**config.mk**
```make
export PLATFORM = sky130hd
export DESIGN_NAME = mips_prog_loader_flat
export DESIGN_NICKNAME = d
export VERILOG_FILES = /design/src/rtl/mips_pkg.sv /design/src/rtl/mips_prog_loader_if.sv /design/src/rtl/loader_word_asm.sv /design/src/rtl/mips_prog_loader.sv /design/src/flat_wrapper.sv
export SDC_FILE = /design/constraint.sdc
export NUM_CORES = 1
export LEC_CHECK = 0
export ABC_AREA = 1
export BUFFER_PORTS_ARGS = -buffer_cell sky130_fd_sc_hd__buf_4
export CAP_MARGIN = 40
export CORE_MARGIN = 2
export CORE_UTILIZATION = 55
export DETAILED_ROUTE_END_ITERATION = 10
export GPL_TIMING_DRIVEN = 0
export PLACE_DENSITY = 0.77
export SETUP_SLACK_MARGIN = 0.15
export SYNTH_ARGS = -nofsm -noshare
export SYNTH_HDL_FRONTEND = slang
export SYNTH_SLANG_ARGS = --single-unit
```
**constraint.sdc**
```tcl
create_clock -name clk -period 2.1 [get_ports clk]
set_input_delay 0.105 -clock clk [delete_from_list [all_inputs] [get_ports clk]]
set_output_delay 0.105 -clock clk [all_outputs]
set_load 0.01 [all_outputs]
```
**src/rtl/mips_pkg.sv**
```systemverilog
// Shared definitions for the pipe_MIPS32 program loader: state encoding and frame constants.
package mips_pkg;

    localparam int unsigned WORD_W         = 32;
    localparam int unsigned BYTE_W         = 8;
    localparam int unsigned BYTES_PER_WORD = WORD_W / BYTE_W;
    // Length header is a 16-bit big-endian word count (LEN_HI, LEN_LO)
    localparam int unsigned LEN_W          = 16;
    localparam int unsigned CSUM_W         = 8;

    typedef enum logic [2:0] {
        StIdle,
        StLenHi,
        StLenLo,
        StData,
        StCsum,
        StDone,
        StErr
    } loader_state_e;

    // Running checksum is a plain XOR over every accepted header and data byte
    function automatic logic [CSUM_W-1:0] csum_step(input logic [CSUM_W-1:0] acc,
                                                    input logic [BYTE_W-1:0] b);
        return acc ^ b;
    endfunction

endpackage

```
**src/rtl/mips_prog_loader_if.sv**
```systemverilog
// Byte-stream receive link plus memory write port of the program loader.
interface mips_prog_loader_if #(
    parameter int unsigned ADDR_W = 10
);
    import mips_pkg::*;

    logic [BYTE_W-1:0] rx_data;
    logic              rx_valid;
    logic              rx_ready;
    logic              mem_we;
    logic [ADDR_W-1:0] mem_addr;
    logic [WORD_W-1:0] mem_wdata;

    // Host / byte source and memory observer side
    modport master (
        output rx_data,
        output rx_valid,
        input  rx_ready,
        input  mem_we,
        input  mem_addr,
        input  mem_wdata
    );

    // Loader side
    modport slave (
        input  rx_data,
        input  rx_valid,
        output rx_ready,
        output mem_we,
        output mem_addr,
        output mem_wdata
    );

endinterface

```
**src/rtl/loader_word_asm.sv**
```systemverilog
// Big-endian word assembler: collects four bytes, first byte in the MSBs.
module loader_word_asm
    import mips_pkg::*;
(
    input  logic              clk,
    input  logic              rst_n,
    input  logic              clr,
    input  logic              byte_valid,
    input  logic [BYTE_W-1:0] byte_in,
    output logic              word_valid,
    output logic [WORD_W-1:0] word
);

    localparam logic [1:0] LastIdx = 2'(BYTES_PER_WORD - 1);

    logic [1:0]               cnt_q, cnt_d;
    logic [WORD_W-BYTE_W-1:0] sr_q, sr_d;

    // Word completes combinationally on the 4th byte so the top can register the write
    always_comb begin
        word_valid = byte_valid && (cnt_q == LastIdx);
        word       = {sr_q, byte_in};
        cnt_d      = cnt_q;
        sr_d       = sr_q;
        if (clr) begin
            cnt_d = '0;
        end else if (byte_valid) begin
            cnt_d = cnt_q + 2'd1;
            sr_d  = {sr_q[WORD_W-2*BYTE_W-1:0], byte_in};
        end
    end

    // Byte counter and shift register state
    always_ff @(posedge clk or negedge rst_n) begin
        if (!rst_n) begin
            cnt_q <= '0;
            sr_q  <= '0;
        end else begin
            cnt_q <= cnt_d;
            sr_q  <= sr_d;
        end
    end

endmodule

```
**src/rtl/mips_prog_loader.sv**
```systemverilog
// Framed byte-stream program loader: writes words into Mem, holds the core until verified.
module mips_prog_loader
    import mips_pkg::*;
#(
    parameter int unsigned ADDR_W    = 10,
    parameter int unsigned BASE_ADDR = 0,
    parameter int unsigned MAX_WORDS = 1024
) (
    input  logic                clk,
    input  logic                rst_n,
    mips_prog_loader_if.slave   bus,
    input  logic                start,
    output logic                cpu_hold,
    output logic                cpu_start,
    output logic                busy,
    output logic                done,
    output logic                err,
    output logic [ADDR_W:0]     words_loaded
);

    loader_state_e     state_q, state_d;
    logic [LEN_W-1:0]  len_q, len_d;
    logic [CSUM_W-1:0] csum_q, csum_d;
    logic [ADDR_W:0]   words_q, words_d;
    logic              mem_we_q, mem_we_d;
    logic [ADDR_W-1:0] mem_addr_q, mem_addr_d;
    logic [WORD_W-1:0] mem_wdata_q, mem_wdata_d;
    logic              cpu_start_q, cpu_start_d;

    logic              in_frame;
    logic              accept;
    logic              start_fire;
    logic [LEN_W-1:0]  len_rx;
    logic              last_word;
    logic              word_valid;
    logic [WORD_W-1:0] word;

    assign in_frame   = (state_q == StLenHi) || (state_q == StLenLo) ||
                        (state_q == StData)  || (state_q == StCsum);
    assign accept     = bus.rx_valid && in_frame;
    assign start_fire = start && ((state_q == StIdle) || (state_q == StDone) ||
                                  (state_q == StErr));
    assign len_rx     = {len_q[LEN_W-1:BYTE_W], bus.rx_data};
    assign last_word  = (32'(words_q) + 32'd1) == 32'(len_q);

    loader_word_asm u_word_asm (
        .clk        (clk),
        .rst_n      (rst_n),
        .clr        (start_fire),
        .byte_valid (accept && (state_q == StData)),
        .byte_in    (bus.rx_data),
        .word_valid (word_valid),
        .word       (word)
    );

    // Frame FSM, checksum, word count and registered write port
    always_comb begin
        state_d     = state_q;
        len_d       = len_q;
        csum_d      = csum_q;
        words_d     = words_q;
        mem_we_d    = 1'b0;
        mem_addr_d  = mem_addr_q;
        mem_wdata_d = mem_wdata_q;
        cpu_start_d = 1'b0;

        unique case (state_q)
            StIdle, StDone, StErr: begin
                if (start) begin
                    state_d = StLenHi;
                    len_d   = '0;
                    csum_d  = '0;
                    words_d = '0;
                end
            end
            StLenHi: begin
                if (accept) begin
                    len_d[LEN_W-1:BYTE_W] = bus.rx_data;
                    csum_d                = csum_step(csum_q, bus.rx_data);
                    state_d               = StLenLo;
                end
            end
            StLenLo: begin
                if (accept) begin
                    len_d  = len_rx;
                    csum_d = csum_step(csum_q, bus.rx_data);
                    if (len_rx == '0) begin
                        state_d = StCsum;
                    end else if (32'(len_rx) > MAX_WORDS) begin
                        state_d = StErr;
                    end else begin
                        state_d = StData;
                    end
                end
            end
            StData: begin
                if (accept) begin
                    csum_d = csum_step(csum_q, bus.rx_data);
                    if (word_valid) begin
                        mem_we_d    = 1'b1;
                        // Address arithmetic wraps naturally at 2^ADDR_W
                        mem_addr_d  = ADDR_W'(BASE_ADDR) + words_q[ADDR_W-1:0];
                        mem_wdata_d = word;
                        words_d     = words_q + 1'b1;
                        if (last_word) begin
                            state_d = StCsum;
                        end
                    end
                end
            end
            StCsum: begin
                if (accept) begin
                    if (bus.rx_data == csum_q) begin
                        state_d     = StDone;
                        cpu_start_d = 1'b1;
                    end else begin
                        state_d = StErr;
                    end
                end
            end
            default: begin
                state_d = StIdle;
            end
        endcase
    end

    // State and datapath registers; reset aborts any load in flight
    always_ff @(posedge clk or negedge rst_n) begin
        if (!rst_n) begin
            state_q     <= StIdle;
            len_q       <= '0;
            csum_q      <= '0;
            words_q     <= '0;
            mem_we_q    <= 1'b0;
            mem_addr_q  <= '0;
            mem_wdata_q <= '0;
            cpu_start_q <= 1'b0;
        end else begin
            state_q     <= state_d;
            len_q       <= len_d;
            csum_q      <= csum_d;
            words_q     <= words_d;
            mem_we_q    <= mem_we_d;
            mem_addr_q  <= mem_addr_d;
            mem_wdata_q <= mem_wdata_d;
            cpu_start_q <= cpu_start_d;
        end
    end

    // Status outputs decode directly from state; hold releases only in DONE
    assign bus.rx_ready  = in_frame;
    assign bus.mem_we    = mem_we_q;
    assign bus.mem_addr  = mem_addr_q;
    assign bus.mem_wdata = mem_wdata_q;
    assign busy          = in_frame;
    assign done          = (state_q == StDone);
    assign err           = (state_q == StErr);
    assign cpu_hold      = (state_q != StDone);
    assign cpu_start     = cpu_start_q;
    assign words_loaded  = words_q;

endmodule

```
**src/flat_wrapper.sv**
```systemverilog
// flat-port wrapper written by rule: the top's interface ports become plain ports
module mips_prog_loader_flat import mips_pkg::*;
#(
    parameter int unsigned ADDR_W    = 10,
    parameter int unsigned BASE_ADDR = 0,
    parameter int unsigned MAX_WORDS = 1024
)
  (clk, rst_n, start, cpu_hold, cpu_start, busy, done, err, words_loaded, bus_rx_data, bus_rx_valid, bus_rx_ready, bus_mem_we, bus_mem_addr, bus_mem_wdata);
  mips_prog_loader_if #(.ADDR_W(ADDR_W)) bus_i ();
  input  logic clk;
  input  logic rst_n;
  input  logic start;
  output logic cpu_hold;
  output logic cpu_start;
  output logic busy;
  output logic done;
  output logic err;
  output logic [ADDR_W:0] words_loaded;
  input wire logic [$bits(bus_i.rx_data)-1:0] bus_rx_data;
  input wire logic [$bits(bus_i.rx_valid)-1:0] bus_rx_valid;
  output wire logic [$bits(bus_i.rx_ready)-1:0] bus_rx_ready;
  output wire logic [$bits(bus_i.mem_we)-1:0] bus_mem_we;
  output wire logic [$bits(bus_i.mem_addr)-1:0] bus_mem_addr;
  output wire logic [$bits(bus_i.mem_wdata)-1:0] bus_mem_wdata;
  assign bus_i.rx_data = bus_rx_data;
  assign bus_i.rx_valid = bus_rx_valid;
  assign bus_rx_ready = bus_i.rx_ready;
  assign bus_mem_we = bus_i.mem_we;
  assign bus_mem_addr = bus_i.mem_addr;
  assign bus_mem_wdata = bus_i.mem_wdata;
  mips_prog_loader #(.ADDR_W(ADDR_W), .BASE_ADDR(BASE_ADDR), .MAX_WORDS(MAX_WORDS)) u_core (.clk(clk), .rst_n(rst_n), .bus(bus_i), .start(start), .cpu_hold(cpu_hold), .cpu_start(cpu_start), .busy(busy), .done(done), .err(err), .words_loaded(words_loaded));
endmodule
```
Word-level counts from Yosys, hierarchy flattened

Cells that the tools add are included.

Register bits after elaboration: 108
Output and inout port bits: 60
Logic and storage cells: 92
Input bits: 12

Bitwise operators: 3
Equal/unequal tests: 18
Mux-type cells: 31
Reductions and logical operators: 25
Order comparisons: 1
Add/sub/neg operators: 3

Operators by type and width:

| operator                                                        | number |
|---|---|
| two-way mux 11 bit                                              | 3 |
| equality test 32 x 16 -> 1 bit                                  | 1 |
| two-way mux 8 bit                                               | 4 |
| case mux 8 bit (2 select lines)                                 | 2 |
| two-way mux 3 bit                                               | 9 |
| case mux 8 bit (3 select lines)                                 | 1 |
| case mux 11 bit (2 select lines)                                | 1 |
| greater-than comparator 16 x 11 -> 1 bit, second input constant | 1 |
| logical NOT 16 bit                                              | 1 |
| two-way mux 16 bit                                              | 1 |
| case mux 3 bit (5 select lines)                                 | 1 |
| adder 11 x 1 -> 12 bit, second input constant                   | 1 |
| inequality test 2 x 1 -> 1 bit, second input constant           | 6 |
| adder 11 x 1 -> 11 bit, second input constant                   | 1 |
| nonzero test 2 bit                                              | 5 |
| equality test 3 bit, second input constant                      | 3 |
| AND reduction 3 bit                                             | 3 |
| equality test 8 bit                                             | 1 |
| AND reduction 4 bit                                             | 2 |
| bitwise XOR 8 bit                                               | 1 |
| AND reduction 7 bit                                             | 1 |
| equality test 3 x 2 -> 1 bit, second input constant             | 2 |
| two-way mux 1 bit                                               | 6 |
| two-way mux 2 bit                                               | 3 |
| 11 further kinds                                                | 21 |

Depth between registers and ports, before layout

Word-level depth: 10
Mapped depth: 14
Depth with buffers taken out: 14

Cells and area by module

From an unflattened synthesis, not the netlist that was laid out.

Cells, all modules: 623
Area total of the unflattened synthesis: 5171.2 sq um

By module, submodules not included:

| module           | area each (sq um) | times used | cells an instance |
|---|---|---|---|
| mips_prog_loader | 4007.6            | 1          | 497 |
| loader_word_asm  | 1163.6            | 1          | 126 |

Least setup slack after synthesis

OpenSTA, ideal clock, no wires.

Kind: register to register
Start point: reg u_core.words_q[0] (netlist: u_core.words_loaded[0])
End point: reg u_core.state_q[0]
Clock period less this slack: 1.834 ns
Setup slack: 0.266 ns
Library setup time: 0.117 ns
Path buffers: 0
Cell stages (with the launch flop): 13
Data arrival time: 1.718 ns
Data required time: 1.983 ns
Cell sequence: dfrtp_1 > ha_1 > nand2_2 > nor2_4 > nand3_2 > nand2_1 > nand2_1 > nand2_1 > nand3_2 > o21bai_4 > nand2_2 > nand2_1 > nand2_1

Longest elaborated chain between the ends: 4

Ends and longest elaborated chain:

| element                                         | RTL line                | source |
|---|---|---|
| start: declaration                              | mips_prog_loader.sv:24  | `logic [ADDR_W:0] words_q, words_d;` |
| start signal: assignment                        | mips_prog_loader.sv:142 | `words_q <= words_d;` |
| adder 11 x 1 -> 12 bit                          | mips_prog_loader.sv:44  | `assign last_word = (32'(words_q) + 32'd1) == 32'(len_q);` |
| equality test 32 x 16 -> 1 bit                  | mips_prog_loader.sv:44  |  |
| inequality test 2 x 1 -> 1 bit (no source line) | -                       |  |
| AND reduction 7 bit (no source line)            | -                       |  |
| end signal: assignment                          | mips_prog_loader.sv:130 | `state_q <= StIdle;` |
| end signal: assignment                          | mips_prog_loader.sv:139 | `state_q <= state_d;` |
| end: declaration                                | mips_prog_loader.sv:21  | `loader_state_e state_q, state_d;` |

Every way passes these cells.
A chain may end at the register's enable or synchronous reset.

Worst setup path in the final report

Start point: reg u_core.words_q[1] (netlist: u_core.words_loaded[1])
End point: reg u_core.state_q[0]

Same word-level chain as after synthesis.

==> reports/summary.json <==
{
  "timing.hold.ws_ps": 19.2,
  "postSynthRegisterBits": 108,
  "switching_share_pct": 38.0,
  "ios": 72,
  "totalWireLength_um": 11600,
  "port_buffers": 70,
  "htree_num_levels": 3,
  "cell_int_power_mw": 3.79,
  "clock_power_share_pct": 19.0,
  "grt.overflow.total": 0,
  "path_class": "reg -> reg",
  "critical_path.startpoint_type": "register",
  "core-area_um2": 8720,
  "groute.usage.overall_pct": 24.8,
  "report.final.slew_viol_count": 0,
  "tritoncts_clock_tree": "yes",
  "drtIter0Drc": 221,
  "timing_worst_slew_pin_value_ps": 521,
  "synthTopCellsByArea": "dfrtp_1, nand2_1, o21ai_0, inv_1, nand3_1",
  "met2_length_um": 5280,
  "maximum_number_of_pins_on_one_net_before_global_route_repair": 70,
  "worstSetupEndpointType": "register",
  "setup_tns_ps": 0,
  "combinational_share_of_power_pct": 34.1,
  "hpwl_um": 8500,
  "synth-seq-area-share_pct": 54.8,
  "clkTransAtPathRegs_ps": 100,
  "top_cell_type_by_total_area_after_synthesis": "dfrtp_1",
  "ys_async_sr_fraction_pct": 100,
  "antenna_cells_inserted": 0,
  "drt-vias-per-instance": 5.37,
  "drt.antenna.violating_nets": 0,
  "firstDrtPassIters": 5,
  "static-leakage-power_nw": 2.95,
  "top_layer_used": "met4",
  "layout_commonest_cell": "nand2_1",
  "most-common-layout-cells": "nand2_1, dfrtp_1, inv_1",
  "gp_routability_congestion": 0.862,
  "power.sequential.fraction_pct": 46.9,
  "timing.final.crit_share_pct": 88.3,
  "cts_max_path_buffers": 2,
  "detail_route.wirelength.met1_um": 5340,
  "worstPathMaxFanout": 6,
  "hold_start": "bus_rx_data[0]",
  "die_w_um": 98.7,
  "fraction_of_layout_cells_with_a_size_suffix_above_1_pct": 20.4,
  "yosysWarningCount": 0,
  "synth.top_cell.area_share_pct": 54.8,
  "power.density_cell_area_nw_per_um2": 1030,
  "syn_nets": 593,
  "met3_length_um": 667,
  "post-route-min-period_ps": 1850,
  "area_overhead_vs_synth_pct": 20.3,
  "hold_viol_final": 0,
  "synth.avg_cell_area_um2": 8.53,
  "initial_utilization_pct": 56.6,
  "timing.fmax_mhz": 539,
  "clkSinkCount": 108,
  "detail_route.drc_violations": 0,
  "grt_setup_unrepaired": "yes",
  "clock_latency_of_the_later_clocked_register_in_the_worst_skew_pair_ps": 370,
  "final_net_count": 686,
  "hp-class": "in -> reg",
  "first_global_vias": 4081,
  "status": "finished clean",
  "crit_start": "u_core.words_loaded[1]",
  "timing.slew.headroom_pct": 65.3,
  "switchingPower_mw": 2.32,
  "syn-cell-area_um2": 4940,
  "die_h_um": 98.7,
  "setup-violations-final": 0,
  "root_buffer": "clkbuf_8",
  "fin_skew_ps": 6.34,
  "critical_path_required_ps": 2370,
  "grt_pass1_wl_um": 19400,
  "max-cap-violations": 0,
  "number_of_flops_mapped_to_enable_cells_by_yosys": 0,
  "antenna_found_initial": 0,
  "synth_cells": 579,
  "peakVddDrop_uv": 750,
  "post_synth_num_cell_types": 29,
  "timing.rr.start": "u_core.words_loaded[1]",
  "routed-via-count": 4208,
  "worstPathArrival_ps": 2120,
  "placement_rows": 34,
  "cts_inserted_buffers": 9,
  "synth_ff_type": "dfrtp_1",
  "design.die.area_um2": 9750,
  "detail_route.wl_per_cell_um": 14.8
}
-- worst max-delay path, cell delays in order, from the launching register on --
cell and delay (ps):
dfrtp_2 470, ha_4 230, inv_1 90, nand2_1 60
nand2_1 50, nand3_1 70, nor2_1 100, nand3_1 90
nor2_2 110, nand3_2 100, o21bai_4 200, nand2_2 70
nand2_1 60, nand2_1 40
-- per-layer routing --
metal  vias to the layer above  GRT usage (%)
li1                       2049              -
met5                         -              0
met4                         0           12.0
met2                       148           38.0
met1                      1986           35.2
met3                        25           3.40
-- stage by stage --
step	util, %	cells	cell area (um^2)	worst slack [ps]	total power [mW]
after detailed placement	64.5	758	5620	28.5	4.93
after CTS	67.4	781	5880	168	6.09
final	68.1	784	5940	246	6.11
after floorplan	-	579	4940	266	4.30
after global routing	68.1	784	5940	139	6.53
after global placement	64.2	757	5600	100	4.82
-- kinds of logic (layout without fill, tap and decap cells) --
logic type / after synthesis / count (layout) / synth area share (%)
AND/OR/NAND/NOR: 252 / 252 / 23.2
buffers and inverters: 101 / 198 / 8.16
flip-flops: 108 / 108 / 54.8
adder cells (fa/ha/maj): 2 / 2 / 0.507
AO/OA/AOI/OAI: 110 / 110 / 12.2
XOR/XNOR: 4 / 4 / 0.710
multiplexers: 2 / 2 / 0.456
-- synth_stat cells, types with 3 or more instances --
cell type    n
o21ai_0     76
nor2_2       3
nand3_2      9
buf_2        7
nor2_4       4
nor3_1       4
nand2_2      6
nand3_1     33
dfrtp_1    108
clkbuf_1    10
nand4_1      8
inv_1       80
nor2_1      27
o22ai_1     22
a21oi_1      8
nand2_1    154
-- final timing paths --
| check | slack [ps] | depth (start not counted) | endpoint |
|---|---|---|---|
| worst max-delay path | 250 | 13 | u_core.state_q[0] |
| worst max register to register | 250 | 13 | u_core.state_q[0] |
| max in group asynchronous | 1140 | 3 | u_core.len_q[4] |
| min in group asynchronous | 240 | 2 | u_core.bus.mem_wdata[26] |
| worst min register to register | 500 | 2 | u_core.bus.mem_addr[1] |
| worst min-delay path | 20 | 3 | u_core.u_word_asm.sr_q[0] |
-- sequential cells by signal, summed over array words and instances (netlist names) --
| name | cells |
|---|---|
| u_core.u_word_asm.cnt_q | 2 |
| u_core.u_word_asm.sr_q | 24 |
| u_core.bus.mem_we | 1 |
| u_core.bus.mem_wdata | 32 |
| u_core.cpu_start | 1 |
| u_core.words_loaded | 11 |
| u_core.len_q | 16 |
| u_core.state_q | 3 |
| u_core.bus.mem_addr | 10 |
| u_core.csum_q | 8 |
-- power groups by stage --
stage | registers [mW] | clock network, mW | logic (mW)
after floorplan | 2.84 | 0 | 1.47
after global placement | 2.87 | 0 | 1.95
after detailed placement | 2.89 | 0 | 2.04
after CTS | 2.85 | 1.18 | 2.06
after global routing | 2.91 | 1.27 | 2.35
final | 2.86 | 1.16 | 2.08
-- cell type report --
cell class	instances	area, um^2
Inverter	81	308
Fill cell	689	2780
Buffer	20	101
Multi-Input combinational cell	370	1860
Timing Repair Buffer	82	653
Tap cell	108	135
Sequential cell	108	2710
Clock buffer	9	124
Clock inverter	6	46.3
-- timing repair --
item                                    CTS  global route
hold buffers                              7             0
hold endpoints to repair                 45             0
gates resized for setup                   4             9
buffers inserted                          1             3
endpoints found under the setup margin    6            53
pin swaps                                 0             3
No activity file was read; power rests on OpenSTA's default activity.
